--- config.mk ---
export PLATFORM = sky130hd
export DESIGN_NAME = vga_timing_gen_flat
export DESIGN_NICKNAME = d
export VERILOG_FILES = /design/src/rtl/vga_timing_gen_if.sv /design/src/rtl/vga_timing_gen.sv /design/src/flat_wrapper.sv
export SDC_FILE = /design/constraint.sdc
export NUM_CORES = 1
export LEC_CHECK = 0
export BUFFER_PORTS_ARGS = -buffer_cell sky130_fd_sc_hd__buf_2
export CORE_ASPECT_RATIO = 0.6
export CORE_MARGIN = 3
export CORE_UTILIZATION = 35
export DETAILED_ROUTE_END_ITERATION = 6
export PLACE_DENSITY_LB_ADDON = 0.15
export SLEW_MARGIN = 20
export SYNTH_ARGS = -nofsm -noshare
export SYNTH_HDL_FRONTEND = slang
export SYNTH_SLANG_ARGS = --single-unit
--- constraint.sdc ---
create_clock -name clk -period 1.94 [get_ports clk]
set_input_delay 0.194 -clock clk [delete_from_list [all_inputs] [get_ports clk]]
set_output_delay 0.194 -clock clk [all_outputs]
set_load 0.05 [all_outputs]
--- src/rtl/vga_timing_gen_if.sv ---
// Pixel request bus between the raster timing generator and the upstream
// pixel source.
//   req_x, req_y   : requested column/row (CW bits)
//   req_valid      : request lies in the active area
//   frame_start    : request is pixel (0,0)
//   line_start     : request is column 0 of a visible line
//   R, G, B        : colour returned by the source, a fixed number of
//                    enabled cycles after the request
// master = timing generator, slave = pixel source.
interface vga_timing_gen_if #(
   parameter int CW = 11
);
   logic [CW-1:0] req_x;
   logic [CW-1:0] req_y;
   logic          req_valid;
   logic          frame_start;
   logic          line_start;
   logic [7:0]    R;
   logic [7:0]    G;
   logic [7:0]    B;

   modport master (
      output req_x, req_y, req_valid, frame_start, line_start,
      input  R, G, B
   );

   modport slave (
      input  req_x, req_y, req_valid, frame_start, line_start,
      output R, G, B
   );
endinterface

--- src/rtl/vga_timing_gen.sv ---
// Parametrised VGA raster timing generator and pixel output stage.
// Ports:
//   clk, rst_n     : pixel/system clock, async active-low reset
//   en             : pixel clock enable; every register holds while low
//   pix            : request bus to the pixel source (master side)
//   VGA_R/G/B      : registered colour, zero while blanked
//   VGA_HS/VS      : syncs, delayed to line up with the returned colour
//   VGA_BLANK_N    : high during active video, same alignment
//   VGA_SYNC_N     : constant 0, no sync-on-green
module vga_timing_gen #(
   parameter int H_ACTIVE = 640,
   parameter int H_FRONT  = 16,
   parameter int H_SYNC   = 96,
   parameter int H_BACK   = 48,
   parameter int V_ACTIVE = 480,
   parameter int V_FRONT  = 10,
   parameter int V_SYNC   = 2,
   parameter int V_BACK   = 33,
   parameter int HS_POL   = 0,
   parameter int VS_POL   = 0,
   parameter int PIX_LAT  = 2,
   parameter int CW       = 11
) (
   input  logic                 clk,
   input  logic                 rst_n,
   input  logic                 en,
   vga_timing_gen_if.master     pix,
   output logic [7:0]           VGA_R,
   output logic [7:0]           VGA_G,
   output logic [7:0]           VGA_B,
   output logic                 VGA_HS,
   output logic                 VGA_VS,
   output logic                 VGA_BLANK_N,
   output logic                 VGA_SYNC_N
);
   localparam int H_TOTAL = H_ACTIVE + H_FRONT + H_SYNC + H_BACK;
   localparam int V_TOTAL = V_ACTIVE + V_FRONT + V_SYNC + V_BACK;

   localparam logic [CW-1:0] H_LAST   = CW'(H_TOTAL - 1);
   localparam logic [CW-1:0] V_LAST   = CW'(V_TOTAL - 1);
   localparam logic [CW-1:0] H_ACT    = CW'(H_ACTIVE);
   localparam logic [CW-1:0] V_ACT    = CW'(V_ACTIVE);
   localparam logic [CW-1:0] HS_BEGIN = CW'(H_ACTIVE + H_FRONT);
   localparam logic [CW-1:0] HS_END   = CW'(H_ACTIVE + H_FRONT + H_SYNC);
   localparam logic [CW-1:0] VS_BEGIN = CW'(V_ACTIVE + V_FRONT);
   localparam logic [CW-1:0] VS_END   = CW'(V_ACTIVE + V_FRONT + V_SYNC);

   localparam logic HS_ON   = (HS_POL != 0);
   localparam logic VS_ON   = (VS_POL != 0);
   localparam logic HS_IDLE = ~HS_ON;
   localparam logic VS_IDLE = ~VS_ON;

   logic [CW-1:0] h_cnt;
   logic [CW-1:0] v_cnt;
   logic          hs_raw;
   logic          vs_raw;
   logic          de_raw;
   logic          hs_d;
   logic          vs_d;
   logic          de_d;

   // Reset parks the raster on the last back-porch pixel so the first
   // enabled edge lands exactly on (0,0).
   always_ff @(posedge clk or negedge rst_n) begin
      if (!rst_n) begin
         h_cnt <= H_LAST;
         v_cnt <= V_LAST;
      end else if (en) begin
         if (h_cnt == H_LAST) begin
            h_cnt <= '0;
            v_cnt <= (v_cnt == V_LAST) ? '0 : v_cnt + 1'b1;
         end else begin
            h_cnt <= h_cnt + 1'b1;
         end
      end
   end

   assign de_raw = (h_cnt < H_ACT) && (v_cnt < V_ACT);
   assign hs_raw = ((h_cnt >= HS_BEGIN) && (h_cnt < HS_END)) ? HS_ON : HS_IDLE;
   assign vs_raw = ((v_cnt >= VS_BEGIN) && (v_cnt < VS_END)) ? VS_ON : VS_IDLE;

   assign pix.req_x       = h_cnt;
   assign pix.req_y       = v_cnt;
   assign pix.req_valid   = de_raw;
   assign pix.frame_start = (h_cnt == '0) && (v_cnt == '0);
   assign pix.line_start  = (h_cnt == '0) && (v_cnt < V_ACT);

   // Timing delay matching the source read latency; flushed to blanked
   // with idle syncs so nothing half-formed leaves after a reset.
   generate
      if (PIX_LAT == 0) begin : g_direct
         assign hs_d = hs_raw;
         assign vs_d = vs_raw;
         assign de_d = de_raw;
      end else begin : g_delay
         logic [PIX_LAT-1:0] hs_sr;
         logic [PIX_LAT-1:0] vs_sr;
         logic [PIX_LAT-1:0] de_sr;

         always_ff @(posedge clk or negedge rst_n) begin
            if (!rst_n) begin
               hs_sr <= {PIX_LAT{HS_IDLE}};
               vs_sr <= {PIX_LAT{VS_IDLE}};
               de_sr <= '0;
            end else if (en) begin
               hs_sr[0] <= hs_raw;
               vs_sr[0] <= vs_raw;
               de_sr[0] <= de_raw;
               for (int i = 1; i < PIX_LAT; i++) begin
                  hs_sr[i] <= hs_sr[i-1];
                  vs_sr[i] <= vs_sr[i-1];
                  de_sr[i] <= de_sr[i-1];
               end
            end
         end

         assign hs_d = hs_sr[PIX_LAT-1];
         assign vs_d = vs_sr[PIX_LAT-1];
         assign de_d = de_sr[PIX_LAT-1];
      end
   endgenerate

   always_ff @(posedge clk or negedge rst_n) begin
      if (!rst_n) begin
         VGA_R       <= '0;
         VGA_G       <= '0;
         VGA_B       <= '0;
         VGA_HS      <= HS_IDLE;
         VGA_VS      <= VS_IDLE;
         VGA_BLANK_N <= 1'b0;
      end else if (en) begin
         VGA_R       <= de_d ? pix.R : 8'h00;
         VGA_G       <= de_d ? pix.G : 8'h00;
         VGA_B       <= de_d ? pix.B : 8'h00;
         VGA_HS      <= hs_d;
         VGA_VS      <= vs_d;
         VGA_BLANK_N <= de_d;
      end
   end

   assign VGA_SYNC_N = 1'b0;
endmodule

--- src/flat_wrapper.sv ---
// flat-port wrapper written by rule: the top's interface ports become plain ports
module vga_timing_gen_flat 
#(
   parameter int H_ACTIVE = 640,
   parameter int H_FRONT  = 16,
   parameter int H_SYNC   = 96,
   parameter int H_BACK   = 48,
   parameter int V_ACTIVE = 480,
   parameter int V_FRONT  = 10,
   parameter int V_SYNC   = 2,
   parameter int V_BACK   = 33,
   parameter int HS_POL   = 0,
   parameter int VS_POL   = 0,
   parameter int PIX_LAT  = 2,
   parameter int CW       = 11
)
  (clk, rst_n, en, VGA_R, VGA_G, VGA_B, VGA_HS, VGA_VS, VGA_BLANK_N, VGA_SYNC_N, pix_req_x, pix_req_y, pix_req_valid, pix_frame_start, pix_line_start, pix_R, pix_G, pix_B);
  vga_timing_gen_if #(.CW(CW)) pix_i ();
  input  logic clk;
  input  logic rst_n;
  input  logic en;
  output logic [7:0] VGA_R;
  output logic [7:0] VGA_G;
  output logic [7:0] VGA_B;
  output logic VGA_HS;
  output logic VGA_VS;
  output logic VGA_BLANK_N;
  output logic VGA_SYNC_N;
  output wire logic [$bits(pix_i.req_x)-1:0] pix_req_x;
  output wire logic [$bits(pix_i.req_y)-1:0] pix_req_y;
  output wire logic [$bits(pix_i.req_valid)-1:0] pix_req_valid;
  output wire logic [$bits(pix_i.frame_start)-1:0] pix_frame_start;
  output wire logic [$bits(pix_i.line_start)-1:0] pix_line_start;
  input wire logic [$bits(pix_i.R)-1:0] pix_R;
  input wire logic [$bits(pix_i.G)-1:0] pix_G;
  input wire logic [$bits(pix_i.B)-1:0] pix_B;
  assign pix_req_x = pix_i.req_x;
  assign pix_req_y = pix_i.req_y;
  assign pix_req_valid = pix_i.req_valid;
  assign pix_frame_start = pix_i.frame_start;
  assign pix_line_start = pix_i.line_start;
  assign pix_i.R = pix_R;
  assign pix_i.G = pix_G;
  assign pix_i.B = pix_B;
  vga_timing_gen #(.H_ACTIVE(H_ACTIVE), .H_FRONT(H_FRONT), .H_SYNC(H_SYNC), .H_BACK(H_BACK), .V_ACTIVE(V_ACTIVE), .V_FRONT(V_FRONT), .V_SYNC(V_SYNC), .V_BACK(V_BACK), .HS_POL(HS_POL), .VS_POL(VS_POL), .PIX_LAT(PIX_LAT), .CW(CW)) u_core (.clk(clk), .rst_n(rst_n), .en(en), .pix(pix_i), .VGA_R(VGA_R), .VGA_G(VGA_G), .VGA_B(VGA_B), .VGA_HS(VGA_HS), .VGA_VS(VGA_VS), .VGA_BLANK_N(VGA_BLANK_N), .VGA_SYNC_N(VGA_SYNC_N));
endmodule
==> impl_metrics.tcl <==
set metrics [dict create \
    slowest_delay_ns 0.42 \
    totalWireLength_mm 6.18 \
    rows 23 \
    cp_slowest_cell "dfrtp_1" \
    pwr-share-seq_pct 47.9 \
    period_share_pct 95.5 \
    ys_warn_count 0 \
    netSwitchingFraction_pct 31.0 \
    grt_pass1_vias 2113 \
    fin_ws_ns 0.0868 \
    synthesis.area_mm2 0.00264 \
    yosysTopAreaCellShare_pct 36.9 \
    clk_pin_slew_ns 0.07 \
    ys_ff_latch 55 \
    vias_per_cell 4.87 \
    fmax_mhz 540 \
    yosysSeqAreaShare_pct 52.9 \
    yosys.area.top_type "dfrtp_1" \
    cp_max_fo 5 \
    drv_cap 0 \
    combPwrFrac_pct 19.4 \
    power_density_mw_per_mm2 820 \
    finalHoldViolations 0 \
    power_frac_clock_pct 32.8 \
    relSlewSlack_pct 45.6 \
    synth-edff-count 0 \
    fin_area_mm2 0.00339 \
    cts_tree "done" \
    io_pins 80 \
    initial_core_util_pct 37.8 \
    grt_start_max_net_pins 56 \
    synth_nets 294 \
    grt_pass1_wl_mm 10.7 \
    cts.path.max_buffers 2 \
    final_layout_size_suffix_gt1_share_pct 39.0 \
    cp-start-kind "flip-flop" \
    clockRootBuffer "clkbuf_16" \
    fin_crit_ns 1.85 \
    fin_util_pct 48.5 \
    whs_path_depth 3 \
    globalplace.congestion 0.863 \
    placed_area_mm2 0.00320 \
    die_x_um 118 \
    place_ws_ns 0.140 \
    async_flop_share_pct 100 \
    hold_class "in -> reg" \
    wire_per_inst_um 13.8 \
    cp-end-kind "primary output" \
    h-tree-depth 2 \
    status "complete, no violations" \
    mostFrequentLayoutCell "buf_2" \
    final_nets 376 \
    r2r_cells 5 \
    core_area_mm2 0.00699 \
    clock_latency_ns 0.29 \
    hpwl_mm 4.39 \
    placed_cells 437 \
    drcViolationCount 0 \
    synth.avg_cell_area_um2 10.0 \
    numCtsBuffers 5 \
    netlist-cell-type-count 42 \
    grt_antenna_before_repair 0 \
    intPower_uw 1920 \
    report.final.slew_viol_count 0 \
    syn_inst 263 \
    cts_num_sinks 55 \
    p_sw_uw 863 \
    final_cells 446 \
    track_usage_pct 15.3 \
    fillers 697 \
    area_growth_pct 28.4 \
    io_buffers 78 \
    postCtsSetupBuffers 0 \
    crit_type "reg -> out" \
    cp_data_required_time_ns 1.75 \
    path_cells "buf_4 -> nand4_1 -> nand2_1 -> nor3_4 -> buf_2" \
    tightestPinTransition_ns 0.816 \
    drt-initial-drc-count 108 \
    p_leak_uw 0.00164 \
    antenna_cells 0 \
    dieArea_mm2 0.00866 \
    yosys-top-cells-area "dfrtp_1 37%, dfstp_2 16%, nand3_1 7.0%" \
    dr_total_vias 2173 \
    layout.cells.most_common_list "76 x buf_2, 39 x dfrtp_1, 36 x nand3_1" \
    synth_ff_type "dfrtp_1" \
    max-vdd-ir-drop_uv 792 \
    postRouteAntennaNets 0 \
    setup_violations 0 \
    dr.pass1.iters 4 \
    setup_tns_ns 0 \
    fp.dieH_um 73.3 \
    clock_skew_ns 0.00825 \
    gr-total-overflow 0 \
    cp.arrival_ns 1.66 \
]
[power groups by stage]
| stage | clock [uW] | sequential (uW) | combinational, uW |
|---|---|---|---|
| finish | 911 | 1330 | 538 |
| CTS | 950 | 1330 | 539 |
| global placement | 0 | 1350 | 541 |
| floorplan | 0 | 1510 | 226 |
| global route | 993 | 1350 | 592 |
| detailed placement | 0 | 1350 | 534 |
[flip-flops by register name, summed over array words and instances (netlist names)]
name and flops:
u_core.pix.req_x 11, u_core.pix.req_y 11, u_core.VGA_B 8, u_core.VGA_G 8
u_core.VGA_R 8, u_core.g_delay.de_sr 2, u_core.g_delay.hs_sr 2, u_core.g_delay.vs_sr 2
u_core.VGA_BLANK_N 1, u_core.VGA_HS 1, u_core.VGA_VS 1
[final timing paths]
path / start / to / slack, ns
max in group asynchronous: rst_n / u_core.pix.req_x[8] / 1.18
min in group asynchronous: rst_n / u_core.pix.req_y[6] / 0.43
setup reg to reg: u_core.pix.req_x[0] / u_core.pix.req_y[9] / 0.14
setup / recovery: u_core.pix.req_y[6] / pix_req_valid / 0.09
hold / removal: pix_G[2] / u_core.VGA_G[2] / 0.13
hold reg to reg: u_core.g_delay.vs_sr[0] / u_core.g_delay.vs_sr[0] / 0.49
[cells in the mapped netlist (2+ instances only)]
library cell and instances:
dfrtp_1 39, nand3_1 37, o21ai_0 34, inv_1 29
dfstp_2 16, nand2_1 13, nor2_1 9, mux2_2 7
xor2_1 7, clkbuf_1 5, nand4_1 5, nor3_1 5
buf_1 4, ha_1 4, nor4_1 4, xnor2_1 4
and3_1 3, and3_2 3, buf_4 3, buf_6 3
a21o_1 2, a21oi_1 2, and4_1 2, and4b_1 2
clkbuf_2 2, nor4_4 2, o31ai_1 2
[cell families after synthesis]
group | Yosys count | synth area share [%]
AO/OA/AOI/OAI | 44 | 9.14
XOR/XNOR | 11 | 3.65
adder cells (fa/ha/maj) | 4 | 1.89
buffers and inverters | 47 | 8.10
flip-flops | 55 | 52.9
multiplexers | 8 | 3.36
other | 1 | 0.142
AND/OR/NAND/NOR | 93 | 20.8
[per-stage QoR]
step,hold WS [ns],total power [uW]
floorplan,-0.102,1730
global placement,0.217,1890
detailed placement,0.218,1890
CTS,0.126,2820
global route,0.144,2930
finish,0.134,2780
[routing by layer]
layer / global-route usage [%] / wire [um]
met3: 4.77 / 417
met5: 0 / 0
met4: 3.51 / 40
met2: 20.6 / 2500
met1: 23.5 / 3220
[area by class of cell]
class	instances	area (um2)	area share (%)
inverter	29	109	3.21
clock buffer	7	143	4.21
multi-input combinational	161	1090	32.0
sequential	55	1400	41.2
tap	100	125	3.69
timing repair buffer	93	527	15.5
clock inverter	1	5.00	0.148
[worst max-delay path: cells and delay by family, from the launching register on]
kind,cells,cell delay [ns]
DFF,1,0.42
and+or+nand+nor,3,0.49
buffers and inverters,2,0.46
[what timing repair did]
action | in CTS | in global routing
resized for setup | 4 | 4
setup endpoints to repair | 2 | 2
pin swaps | 2 | 1
hold buffers | 1 | 0
hold endpoints to repair | 39 | 0
(Power assumes the default switching activity.)
